--- src/rtl/branch_resolve_ctrl.sv ---
// Purpose : tracks in-flight conditional branches from ID and resolves the oldest one against the
//           EX outcome, driving the predictor update, the redirect and the flush.
// Latency : one cycle from ex_valid to upd_we/redirect, and flush follows redirect in the same cycle.
//           Backpressure: id_ready drops when the queue is full or a flush is in progress.
// Ports   : clk/rst_n; ID push (id_push, id_pred_taken, id_pc, id_imm, id_ready); EX resolve
//           (ex_valid, ex_taken); redirect/redirect_pc/flush to PC control; upd_* to the predictor;
//           branch_cnt/mispred_cnt perf counters, which exist only when BRC_PERF_CNT_EN is defined.
module branch_resolve_ctrl #(
    parameter int DEPTH        = 4,
    parameter int FLUSH_CYCLES = 2,
    parameter int CNT_W        = 16
) (
    input  logic             clk,
    input  logic             rst_n,
    input  logic             id_push,
    input  logic             id_pred_taken,
    input  logic [31:0]      id_pc,
    input  logic [31:0]      id_imm,
    output logic             id_ready,
    input  logic             ex_valid,
    input  logic             ex_taken,
    output logic             redirect,
    output logic [31:0]      redirect_pc,
    output logic             flush,
    output logic             upd_we,
    output logic             upd_taken,
    output logic [31:0]      upd_pc,
    output logic [CNT_W-1:0] branch_cnt,
    output logic [CNT_W-1:0] mispred_cnt
);

    localparam int PTR_W = $clog2(DEPTH);
    localparam int QC_W  = PTR_W + 1;
    localparam int FC_W  = (FLUSH_CYCLES > 1) ? $clog2(FLUSH_CYCLES) : 1;

    typedef enum logic {IDLE, FLUSH} state_t;

    state_t            state_q, state_d;
    logic [FC_W-1:0]   fcnt_q, fcnt_d;

    logic [DEPTH-1:0]  q_pred;
    logic [31:0]       q_pc   [DEPTH];
    logic [31:0]       q_tgt  [DEPTH];
    logic [31:0]       q_fall [DEPTH];
    logic [PTR_W-1:0]  head, tail;
    logic [QC_W-1:0]   count;

    logic pop, mispred, push_ok;

    assign id_ready = (state_q == IDLE) && (count < QC_W'(DEPTH));
    assign pop      = (state_q == IDLE) && ex_valid && (count != '0);
    assign mispred  = pop && (ex_taken != q_pred[head]);
    // A push in the same cycle as a mispredict is wrong-path and is discarded.
    assign push_ok  = id_push && id_ready && !mispred;
    assign flush    = (state_q == FLUSH);

    // Next-state logic
    always_comb begin
        state_d = state_q;
        fcnt_d  = fcnt_q;
        case (state_q)
            IDLE: begin
                if (mispred) begin
                    state_d = FLUSH;
                    fcnt_d  = FC_W'(FLUSH_CYCLES - 1);
                end
            end
            FLUSH: begin
                if (fcnt_q == '0) state_d = IDLE;
                else              fcnt_d  = fcnt_q - FC_W'(1);
            end
            default: state_d = IDLE;
        endcase
    end

    always_ff @(posedge clk or negedge rst_n) begin
        if (!rst_n) begin
            state_q <= IDLE;
            fcnt_q  <= '0;
        end else begin
            state_q <= state_d;
            fcnt_q  <= fcnt_d;
        end
    end

    // Entry storage needs no reset: occupancy is governed entirely by count.
    always_ff @(posedge clk) begin
        if (push_ok) begin
            q_pred[tail] <= id_pred_taken;
            q_pc[tail]   <= id_pc;
            q_tgt[tail]  <= id_pc + id_imm;
            q_fall[tail] <= id_pc + 32'd4;
        end
    end

    always_ff @(posedge clk or negedge rst_n) begin
        if (!rst_n) begin
            head  <= '0;
            tail  <= '0;
            count <= '0;
        end else if (mispred) begin
            head  <= '0;
            tail  <= '0;
            count <= '0;
        end else begin
            if (pop)     head <= head + PTR_W'(1);
            if (push_ok) tail <= tail + PTR_W'(1);
            case ({push_ok, pop})
                2'b10:   count <= count + QC_W'(1);
                2'b01:   count <= count - QC_W'(1);
                default: count <= count;
            endcase
        end
    end

    always_ff @(posedge clk or negedge rst_n) begin
        if (!rst_n) begin
            upd_we      <= 1'b0;
            upd_taken   <= 1'b0;
            upd_pc      <= '0;
            redirect    <= 1'b0;
            redirect_pc <= '0;
        end else begin
            upd_we   <= pop;
            redirect <= mispred;
            if (pop) begin
                upd_taken <= ex_taken;
                upd_pc    <= q_pc[head];
            end
            if (mispred) redirect_pc <= ex_taken ? q_tgt[head] : q_fall[head];
        end
    end

`ifdef BRC_PERF_CNT_EN
    // Counters step on the same edge that raises upd_we/redirect, so they agree with those pulses.
    always_ff @(posedge clk or negedge rst_n) begin
        if (!rst_n) begin
            branch_cnt  <= '0;
            mispred_cnt <= '0;
        end else begin
            if (pop && branch_cnt != '1)      branch_cnt  <= branch_cnt + CNT_W'(1);
            if (mispred && mispred_cnt != '1) mispred_cnt <= mispred_cnt + CNT_W'(1);
        end
    end
`else
    assign branch_cnt  = '0;
    assign mispred_cnt = '0;
`endif

endmodule

--- config.mk ---
export PLATFORM = sky130hd
export DESIGN_NAME = branch_resolve_ctrl
export DESIGN_NICKNAME = d
export VERILOG_FILES = /design/src/rtl/branch_resolve_ctrl.sv
export SDC_FILE = /design/constraint.sdc
export NUM_CORES = 1
export LEC_CHECK = 0
export BUFFER_PORTS_ARGS = -buffer_cell sky130_fd_sc_hd__buf_2
export CAP_MARGIN = 10
export CORE_ASPECT_RATIO = 1.2
export CORE_MARGIN = 2
export CORE_UTILIZATION = 40
export CTS_BUF_LIST = sky130_fd_sc_hd__clkbuf_8
export CTS_CLUSTER_DIAMETER = 120
export DETAILED_ROUTE_END_ITERATION = 16
export GPL_TIMING_DRIVEN = 0
export REMOVE_ABC_BUFFERS = 1
export SYNTH_ARGS = -nofsm -noshare
export SYNTH_HDL_FRONTEND = slang
export SYNTH_SLANG_ARGS = --single-unit
--- constraint.sdc ---
create_clock -name clk -period 11.4 [get_ports clk]
set_input_delay 0 -clock clk [delete_from_list [all_inputs] [get_ports clk]]
set_output_delay 0 -clock clk [all_outputs]
set_load 0.05 [all_outputs]
Yosys cells after proc, flatten, opt, wreduce, memory -nomap -nowiden
Memory sizes are Yosys's and may differ from the RTL's. A register that Yosys moved wholly into a read port is not among the register bits. Index checks and enable logic that the tools add are counted.

Flip-flop bits (word level): 48. Latch bits: 0. RAM bits: 384. Memory bits (read-only): 0. Output and inout port bits: 101. Memories: 3.

Add/sub/neg operators: 7. Multipliers: 0. Div/mod/pow operators: 0. $lt $le $gt $ge: 4. Equality and inequality tests: 4. Shift operators: 0. Multiplexer cells: 20. Bitwise logic cells: 1. Reductions and logical operators: 13.

Memory list: q_fall (depth 4, width 32, rd ports 1, clocked after memory_dff 0, write ports 1, RTL line 44) `logic [31:0] q_fall [DEPTH];`; q_pc (depth 4, width 32, rd ports 1, clocked after memory_dff 1, write ports 1, RTL line 42) `logic [31:0] q_pc [DEPTH];`; q_tgt (depth 4, width 32, rd ports 1, clocked after memory_dff 0, write ports 1, RTL line 43) `logic [31:0] q_tgt [DEPTH];`.

Operators with widths (number): $add 32x3->32 const B (1); $add 32x32->32 (1); $mux 32 (1); $mux 1 (8); $mux 2 (4); $logic_and 1x1->1 (7); $lt 2x3->1 const B (2); $pmux 3 s2 (1); $reduce_bool 3->1 (2); $add 2x1->2 const B (2); $bwmux 4 (1); $pmux 1 s2 (2); $reduce_bool 2->1 (2); $add 3x1->3 const B (1); $lt 3x3->1 const B (1); $mux 3 (1); $sub 3x1->3 const B (1); $bmux 1 s2 (1); $demux 1 s2 (1); $eq 2x1->1 const B (1); $eq 2x2->1 const B (1); $ge 2x1->1 const B (1); $logic_not 1->1 (2); $ne 2x2->1 const B (1); 3 further kinds (3).

Depth between registers and ports, before layout
Gate-level depths: netlist (run 1).

Word-level depth: 9. Depth in mapped cells: 9. Mapped depth without buffers: 9.

Worst setup path after synthesis (run 1)
OpenSTA, ideal clock, no wires.

Path type: reg2reg. Start: reg state_q, in the netlist flush. End: mem q_fall[0][0] (enable). Arrival time: 4175 ps. Slack: 6760 ps. Stages on the path, launching flop included: 5. Buffers on the path: 1. Period minus slack after synthesis: 4640 ps. Cell sequence: dfrtp_1 -> nor2_1 -> and2_1 -> clkbuf_1 -> and3_1.

RTL lines: start, declared (RTL line 38) `state_t state_q, state_d;`; start signal, assigned (RTL line 81) `state_q <= state_d;`; $not 1->1; $logic_and 1x1->1 (RTL line 50) `assign id_ready = (state_q == IDLE) && (count < QC_W'(DEPTH));`; named net id_ready (RTL line 19) `output logic id_ready,`; $logic_and 1x1->1 (2 in series) (RTL line 54) `assign push_ok = id_push && id_ready && !mispred;`; $mux 1 (RTL line 88) `if (push_ok) begin`; $mux 1 (implied by the code) (RTL line 92) `q_fall[tail] <= id_pc + 32'd4;`; end, declared (RTL line 44).

The timed path passes the listed nets, and every way through them passes these cells.

Final worst setup path (run 1)
Start: reg count[2]. End: mem q_fall[0][13] (enable).

Longest elaborated chain between the ends: 7.

RTL lines: start, declared (RTL line 46) `logic [QC_W-1:0] count;`; start signal, assigned (RTL line 109) `2'b10: count <= count + QC_W'(1);`; start signal, assigned (RTL line 110) `2'b01: count <= count - QC_W'(1);`; start signal, assigned (RTL line 111) `default: count <= count;`; branches (longest 4 deep; another with $lt 3x3->1); $logic_and 1x1->1 (*) (RTL line 54); $mux 1 (*) (RTL line 88); $mux 1 (implied by the code) (*) (RTL line 92).

Every way passes the cells marked *.

==> run summary, run 1 <==
The run finished with clean final reports. The area growth from synthesis to layout is 18.3%. Synthesized instance count: 1,202. The count of final hold-check violations came out at 0.

In this run, synthesis produced a sequential element count of 456. Counting flops with a built-in enable in the synthesized netlist gives 380. The top cell types in the final layout, fill and taps aside, are sky130_fd_sc_hd__edfxtp_1 (380), sky130_fd_sc_hd__nand2_1 (174), sky130_fd_sc_hd__buf_2 (136).

The share of synthesized cell area in full adder, half adder and majority cells works out to 0.0252. The time the final worst path needs with I/O delays and setup is 4.18 ns. The fill cell total of the finished layout is 4,188. The first TritonRoute pass finished after 6 iterations. The synthesized netlist occupies a cell area of 19,500 sq um. The detailed router placed 11,000 vias in this run. The first global-routing pass estimated 67,000 um of wire. The share of the synthesized netlist area taken by xor and xnor gates was 0.0261; the total number of yosys warnings was 0. In this run the power density over the cells is 233 nW/um^2.

Setup repair after global routing left no endpoint under its margin. The tools report the core area as 48,100 sq um. Via count of the first global-routing pass: 11,500.

The later pin in the worst-skew pair is clocked with a latency of 0.63 ns. The clock net in this run drives a total of 456 sinks. Worst supply voltage drop on vdd: 0.0890 mV. TritonCTS built the clock tree. Dividing the detail-routed via count by the number of cells gives 5.18. The leakage power summed over all cells came out at 8.64 nW.

Clock-pin slew was measured on the worst setup and hold paths at 0.06 ns. The register area share after synthesis was 0.683; the proportion of netlist area held by the largest area contributor was 0.586. The endpoint arrival time on the critical path was 4.46 ns; the mux share of post-synthesis cell area was 0.129. The clock passes through at most 3 buffers.

The final critical-path share of the clock period is 0.367, and the clock skew after layout is 0.0176 ns. Entering global routing, the biggest net connects 71 pins. The overall global routing resource usage is 0.178, and the post-synthesis share of cell area spent on and, or, nand and nor gates is 0.0631. The number of antenna violations at the first check in global routing is 1. The count of buffers added on input and output ports is 138. The tightest min-delay check is of the primary input to flip-flop type. At the end of routability-driven placement, the weighted congestion stood at 0.806. The logs give 0 for the number of pins exceeding their max-slew limit in the final report and 11.68 ns for the critical path data required time.

The count of max-cap constraint violations was 0; the complex-gate fraction of the synthesized area was 0.0478. The detailed-route DRC error count is 0, and the final hold slack is 0.0444 ns. The fraction of registers with async set or reset after synthesis works out to 0.167. The fraction of layout instances using a drive strength above 1 is 0.247, and the remaining antenna violation count after routing is 0. The die covers 50,500 sq um.

The critical path is of the flip-flop to flip-flop type. The cell depth of the worst hold path was 3. Leaving out fill and tap cells, the most frequent cell in the layout is sky130_fd_sc_hd__edfxtp_1. The tools report the startpoint kind of the worst setup timing path as a flip-flop. The number of cells on the worst reg-to-reg path is 7.

Summed over all layers, the global routing overflow is 0. After synthesis, the cell types taking the most area are sky130_fd_sc_hd__edfxtp_1 (59%), sky130_fd_sc_hd__mux4_2 (11%), sky130_fd_sc_hd__dfrtp_1 (9.8%). The worst setup path is captured at a flip-flop. The overall die height is 246 um. At the end of the flow, the number of nets in the layout was 1,537. Dividing the detail-routed wire length by the instance count gives 20.6 um. The count of distinct cell types in the synthesized netlist came out at 65.

The largest fanout on the critical path works out to 70. The effective utilization at floorplan came out at 0.405. The synthesized design spends more area on one cell type than any other, namely sky130_fd_sc_hd__edfxtp_1.

The run gives 43,600 um as the post-detailed-routing wire length. The headroom to the max-slew limit came out at 0.408. At the pin with the least slew margin, the transition time is 0.888 ns. The tree is rooted in a sky130_fd_sc_hd__clkbuf_8. For this block, the initial DRC count from the detailed router was 541.

Once detailed placement completed, the half-perimeter wirelength came to 27,600 um. By area, the combinational part of the netlist is dominated by multiplexers. A synthesized cell averages 16.2 sq um. The horizontal die dimension came out at 205 um. The core utilization of the finished layout came out at 0.479. The run gives 3 as the depth of the CTS H-tree.

During I/O placement, the number of pins put on the boundary was 171. The total setup violations reported at the end of the flow is 0, and the standard-cell row count is 88. Buffers inserted during post-CTS setup optimization: 0. The highest clock frequency the design can meet came out at 239 MHz. The primary flip-flop cell chosen by synthesis mapping was sky130_fd_sc_hd__edfxtp_1. The tools report the CTS buffer count as 73.
==> area by class of cell <==
type                    instances  area [sq um]  area share
diodes                          1          2.50    0.000109
clock buffers                  90          1240      0.0537
clock inverters                44           229     0.00993
inverters                      15          56.3     0.00244
multi-input cells             680          5830       0.253
flip-flops and latches        456         13300       0.578
well taps                     630           788      0.0342
repair buffers                203          1580      0.0685
==> power breakdown <==
part | switching, mW | internal [mW] | total [mW] | leakage [nW]
combinational | 1.09 | 0.580 | 1.67 | 3.38
sequential | 0.142 | 2.17 | 2.31 | 4.39
clock | 0.624 | 0.756 | 1.38 | 0.869
total | 1.86 | 3.51 | 5.36 | 8.64
==> synthesized netlist by cell type, drive strengths merged (7+ instances only) <==
cell type	number
buf	53
nor3	8
a21oi	35
a21o	16
o21ai	48
edfxtp	380
a211oi	7
xnor2	38
inv	15
mux4	94
nand4	10
nand3	18
nand2	175
nor2	29
clkbuf	29
dfrtp	76
xor2	20
ha	36
mux2i	38
and3	13
==> kinds of logic (layout without fill, tap and decap cells) <==
kind of cell,after synthesis,in the layout
flip-flops,456,456
AND/OR/NAND/NOR,280,280
AO/OA/AOI/OAI,139,139
multiplexers,133,133
buffers and inverters,97,352
XOR/XNOR,58,58
adder cells (fa/ha/maj),38,38
other,1,33
==> state kept, by name, summed over array words and instances, names as in the netlist <==
signal	cells
upd_we	1
upd_pc	32
redirect_pc	32
q_pc	120
redirect	1
q_pred	4
flush	1
head	2
tail	2
count	3
upd_taken	1
fcnt_q	1
q_fall	128
q_tgt	128
==> worst max-delay path: stages, from the launching register on <==
cell and delay, ns:
sky130_fd_sc_hd__dfrtp_1 0.45, sky130_fd_sc_hd__o311ai_4 0.68, sky130_fd_sc_hd__buf_8 0.26, sky130_fd_sc_hd__inv_2 0.23, sky130_fd_sc_hd__buf_12 0.25, sky130_fd_sc_hd__nand2_4 0.66, sky130_fd_sc_hd__and3_4 0.82, sky130_fd_sc_hd__buf_16 0.37
==> through the flow <==
step	power (mW)	cells	TNS, ns	instance area [sq um]	setup WS, ns
floorplan	3.57	1151	0	19200	2.99
global placement	4.08	1919	-2321.40	20600	-6.00
detailed placement	4.04	1934	0	21100	7.10
CTS	5.45	2118	0	23000	7.07
global route	5.65	2119	0	23000	6.93
finish	5.36	2119	0	23000	7.22
==> worst paths after layout <==
| check | slack [ns] | startpoint | endpoint |
|---|---|---|---|
| max in group asynchronous | 10.60 | rst_n | head[1]$_DFFE_PN0P_ |
| worst max register to register | 7.22 | count[2]$_DFFE_PN0P_ | q_fall[0][13]$_DFFE_PP_ |
| worst max-delay path | 7.22 | count[2]$_DFFE_PN0P_ | q_fall[0][13]$_DFFE_PP_ |
| worst min-delay path | 0.04 | id_imm[25] | q_tgt[1][25]$_DFFE_PP_ |
| min in group asynchronous | 0.41 | rst_n | redirect_pc[13]$_DFFE_PN0P_ |
| worst min register to register | 0.47 | upd_pc[2]$_DFFE_PN0P_ | upd_pc[2]$_DFFE_PN0P_ |
==> what timing repair did <==
action                                 in CTS  in global routing
hold buffers                               50                  0
resized for setup                           0                  0
endpoints found under the hold margin     383                  0
==> routing by layer <==
metal	vias to the layer above	GRT usage	wire length [um]
li1	5021	-	-
met1	5634	0.225	18300
met2	237	0.303	22300
met3	74	0.0327	1870
met4	0	0.0717	1080
met5	-	0	0
Power figures use the tool's default switching activity.
==> run 2, diff against run 1 <==
- clock period: 11.4 -> 4.15 ns (I/O delays scaled with it)
==> run 2 against run 1 <==
Compared with the run above:
- clock power rose to 2.7 times the previous value
- routed wire length increased by 0.97%
- global-route usage is 0.21 points higher
- sequential cell count is the same
- critical path depth up 1
- worst hold slack worse by 0.0076 ns
- clock skew up 0.0046 ns
- sequential share of layout area is essentially flat
- non-clock buffer count shrank 1
- clock-buffer cell count unchanged
- final cell count unchanged
- largest cell class unchanged
- largest power group unchanged
- highest routed layer unchanged
==> run summary, run 2 (synthesized netlist as in run 1, its figures left out) <==
The flow ran to the end, and the final reports show no timing, DRC or antenna violations. The leakage power summed over all cells is 8.64 nW. Entering global routing, the biggest net connects 72 pins. Area growth from synthesis to final layout: 18.3%. Internal power: 9.64 mW.

The via count of the first global-routing pass was 11,500. Summed over all nets, the half-perimeter wirelength after detailed placement is 27,600 um. The count of nets left with antenna violations once routing finished came out at 0.

The pre-antenna-repair detailed-routing pass consisted of 5 iterations. The number of primary I/O pins came out at 171. The global route total overflow is 0. From left edge to right edge, the die measures 205 um.

Setup violations remaining at the end of the flow were counted as 0. In this run, CTS created clock tree buffers numbering 73. The number of setup buffers added after CTS is 0. The fill cell total of the finished layout was 4,188; the pre-CTS worst setup slack was -0.153 ns. The cell family contributing the most delay on the critical path is buffers and inverters. In this run the worst path has a maximum fanout of 71.

The largest registers in the layout are q_fall (128), q_tgt (128), q_pc (120). Among the stages of the critical path, the cell type that occurs most often is sky130_fd_sc_hd__buf_16. The delay contributed by the slowest stage of the critical path is 0.68 ns.

Summing all multi-input logic gate instances after layout gives 5850 sq um. By startpoint and endpoint, the worst setup path is classified as flip-flop to flip-flop. The latest clock arrival within the worst-skew pair came out at 0.63 ns.

The headroom to the max-slew limit is 0.438, and the total power density per cell area is 640 nW/um^2. The global placer's final weighted congestion is 0.806. The class of the tightest hold or removal check was primary input to flip-flop.

Input and output buffers added on the ports amount to 138. The fraction of layout instances using a drive strength above 1 was 0.248. The critical path data required time was 4.45 ns. The layer flagged by global routing as most heavily used is met2. The tools report the largest buffer count on any clock path as 3. In this run the power spent charging and discharging nets is 5.12 mW. Data on the critical path arrives at its endpoint at 4.14 ns. The average routed wire per standard cell works out to 20.8 um. The slew of the pin with the lowest slew margin came out at 0.842 ns. The met2 layer usage reported by global route is 0.308, and the number of antenna violations at the first check in global routing is 1. The tools report the number of pins exceeding their max-slew limit in the final report as 0.

The H-tree was split into 3 levels. The final critical-path share of the clock period was 0.926; the met3 global-route usage was 0.0330. For the worst supply voltage drop on vdd, the log shows 0.246 mV. In the layout the commonest cells are sky130_fd_sc_hd__edfxtp_1 (380), sky130_fd_sc_hd__nand2_1 (174), sky130_fd_sc_hd__buf_2 (136). Together, buffers and inverters on the worst path number 5.

Between clock sinks in the finished design, the worst skew comes to 0.0222 ns. The relative contribution of the clock network to total power is 0.257, and the count of placed standard cells in the final layout, fillers left out is 2,119. The tools report the number of sinks driven by the clock tree as 456. The slowest stage cell on the critical path is sky130_fd_sc_hd__o311ai_4. The number of placed instances, taps included, is 1,934. The count of final hold-check violations is 0. The standard-cell row count was 88.

The highest clock frequency the design can meet came out at 260 MHz. The run gives 498 as the iteration-0 DRC count of the detailed router. Walking the worst path, the cells encountered are o311ai_4, buf_8, inv_2, buf_12, nand2_8, and3_4, buf_16, buf_16. The routed layout has 11,000 vias. The first global-routing pass estimated 67,500 um of wire. The post-detailed-routing wire length came out at 44,000 um. Leaving out fill and tap cells, the most frequent cell in the layout is sky130_fd_sc_hd__edfxtp_1. The logs give 0.180 for the overall global routing resource usage and 0.225 for the met1 demand-to-capacity share in global routing. The logs give 0.405 for the effective utilization at floorplan and 1,537 for the total number of nets in the final design. Die outline area: 50,500 sq um. The switching part of the total is 0.347. The core region is 48,100 sq um. Number of vias per cell: 5.19. STA classifies the critical path startpoint as a flip-flop.

The clock tree root driver cell was sky130_fd_sc_hd__clkbuf_8. Setup repair after global routing left no endpoint under its margin. The count of max-cap constraint violations was 0. Setup total negative slack on the finished layout was measured at 0 ns. The type of destination of the critical path was a flip-flop. The sequential cell fraction of total power was 0.430. The combinational cell fraction of total power is 0.313.

The detailed-route DRC error count is 0. The time the final worst path needs with I/O delays and setup was 3.84 ns; the clock-pin slew reported for the worst setup and hold paths after clock tree synthesis was 0.06 ns. Setup slack on the critical path of the routed design comes to 0.306 ns. TritonCTS built the clock tree. For the area used by sequential logic in the layout, the log shows 13,300 sq um. In this run the vertical extent of the chip is 246 um.
run 2: changes by cell type in the layout (fill, tap and decap cells not counted):
cell,delta
sky130_fd_sc_hd__nand2_8,+1
sky130_fd_sc_hd__and3_2,+1
sky130_fd_sc_hd__dlygate4sd3_1,-1
sky130_fd_sc_hd__nand2_4,-1
run 2: cell type report:
type	count	share of cell area
diodes	1	0.000109
multi-input cells	681	0.254
clock buffers	90	0.0537
repair buffers	202	0.0681
clock inverters	44	0.00993
inverters	15	0.00244
well taps	630	0.0342
flip-flops and latches	456	0.578
run 2: repair_timing:
| action | 4_1_cts | 5_1_grt |
|---|---|---|
| hold buffers | 49 | 0 |
| endpoints found under the setup margin | 132 | 0 |
| gates resized for setup | 1 | 0 |
| hold endpoints to repair | 381 | 0 |
run 2: final timing paths:
| check | from | end | slack [ns] | depth (start not counted) |
|---|---|---|---|---|
| max in group asynchronous | rst_n | head[1]$_DFFE_PN0P_ | 3.35 | 4 |
| worst max-delay path | count[2]$_DFFE_PN0P_ | q_fall[3][14]$_DFFE_PP_ | 0.31 | 8 |
| worst min-delay path | id_imm[25] | q_tgt[1][25]$_DFFE_PP_ | 0.04 | 3 |
| worst min register to register | upd_pc[2]$_DFFE_PN0P_ | upd_pc[2]$_DFFE_PN0P_ | 0.47 | 2 |
| worst max register to register | count[2]$_DFFE_PN0P_ | q_fall[3][14]$_DFFE_PP_ | 0.31 | 8 |
| min in group asynchronous | rst_n | redirect_pc[13]$_DFFE_PN0P_ | 0.41 | 4 |
run 2: per-stage QoR:
stage | power (mW) | util | instance area, sq um | hold WS, ns
global placement | 11.2 | 0.429 | 20600 | 0.215
global route | 15.6 | 0.479 | 23100 | 0.0459
finish | 14.8 | 0.479 | 23100 | 0.0368
floorplan | 9.80 | - | 19200 | -0.296
CTS | 15.0 | 0.479 | 23100 | 0.000229
detailed placement | 11.1 | 0.438 | 21100 | -0.0214
run 2: metal layers:
layer | wire length, um | up-vias
li1 | - | 5024
met1 | 18200 | 5637
met2 | 22600 | 253
met3 | 1990 | 77
met4 | 1160 | 0
met5 | 0 | -
run 2: worst min-delay path: cells and delay by family:
kind | cells | cell delay [ns]
xor gates and xnor gates | 1 | 0.15
adders and majority gates | 1 | 0.21
buffers and inverters | 1 | 0.10
run 2: power by group through the flow:
stage	Combinational, mW	Clock, mW	Sequential (mW)
final	4.62	3.79	6.35
after CTS	4.73	3.91	6.37
after detailed placement	4.64	0	6.46
after global routing	4.99	4.12	6.45
after global placement	4.41	0	6.77
after floorplan	2.15	0	7.65
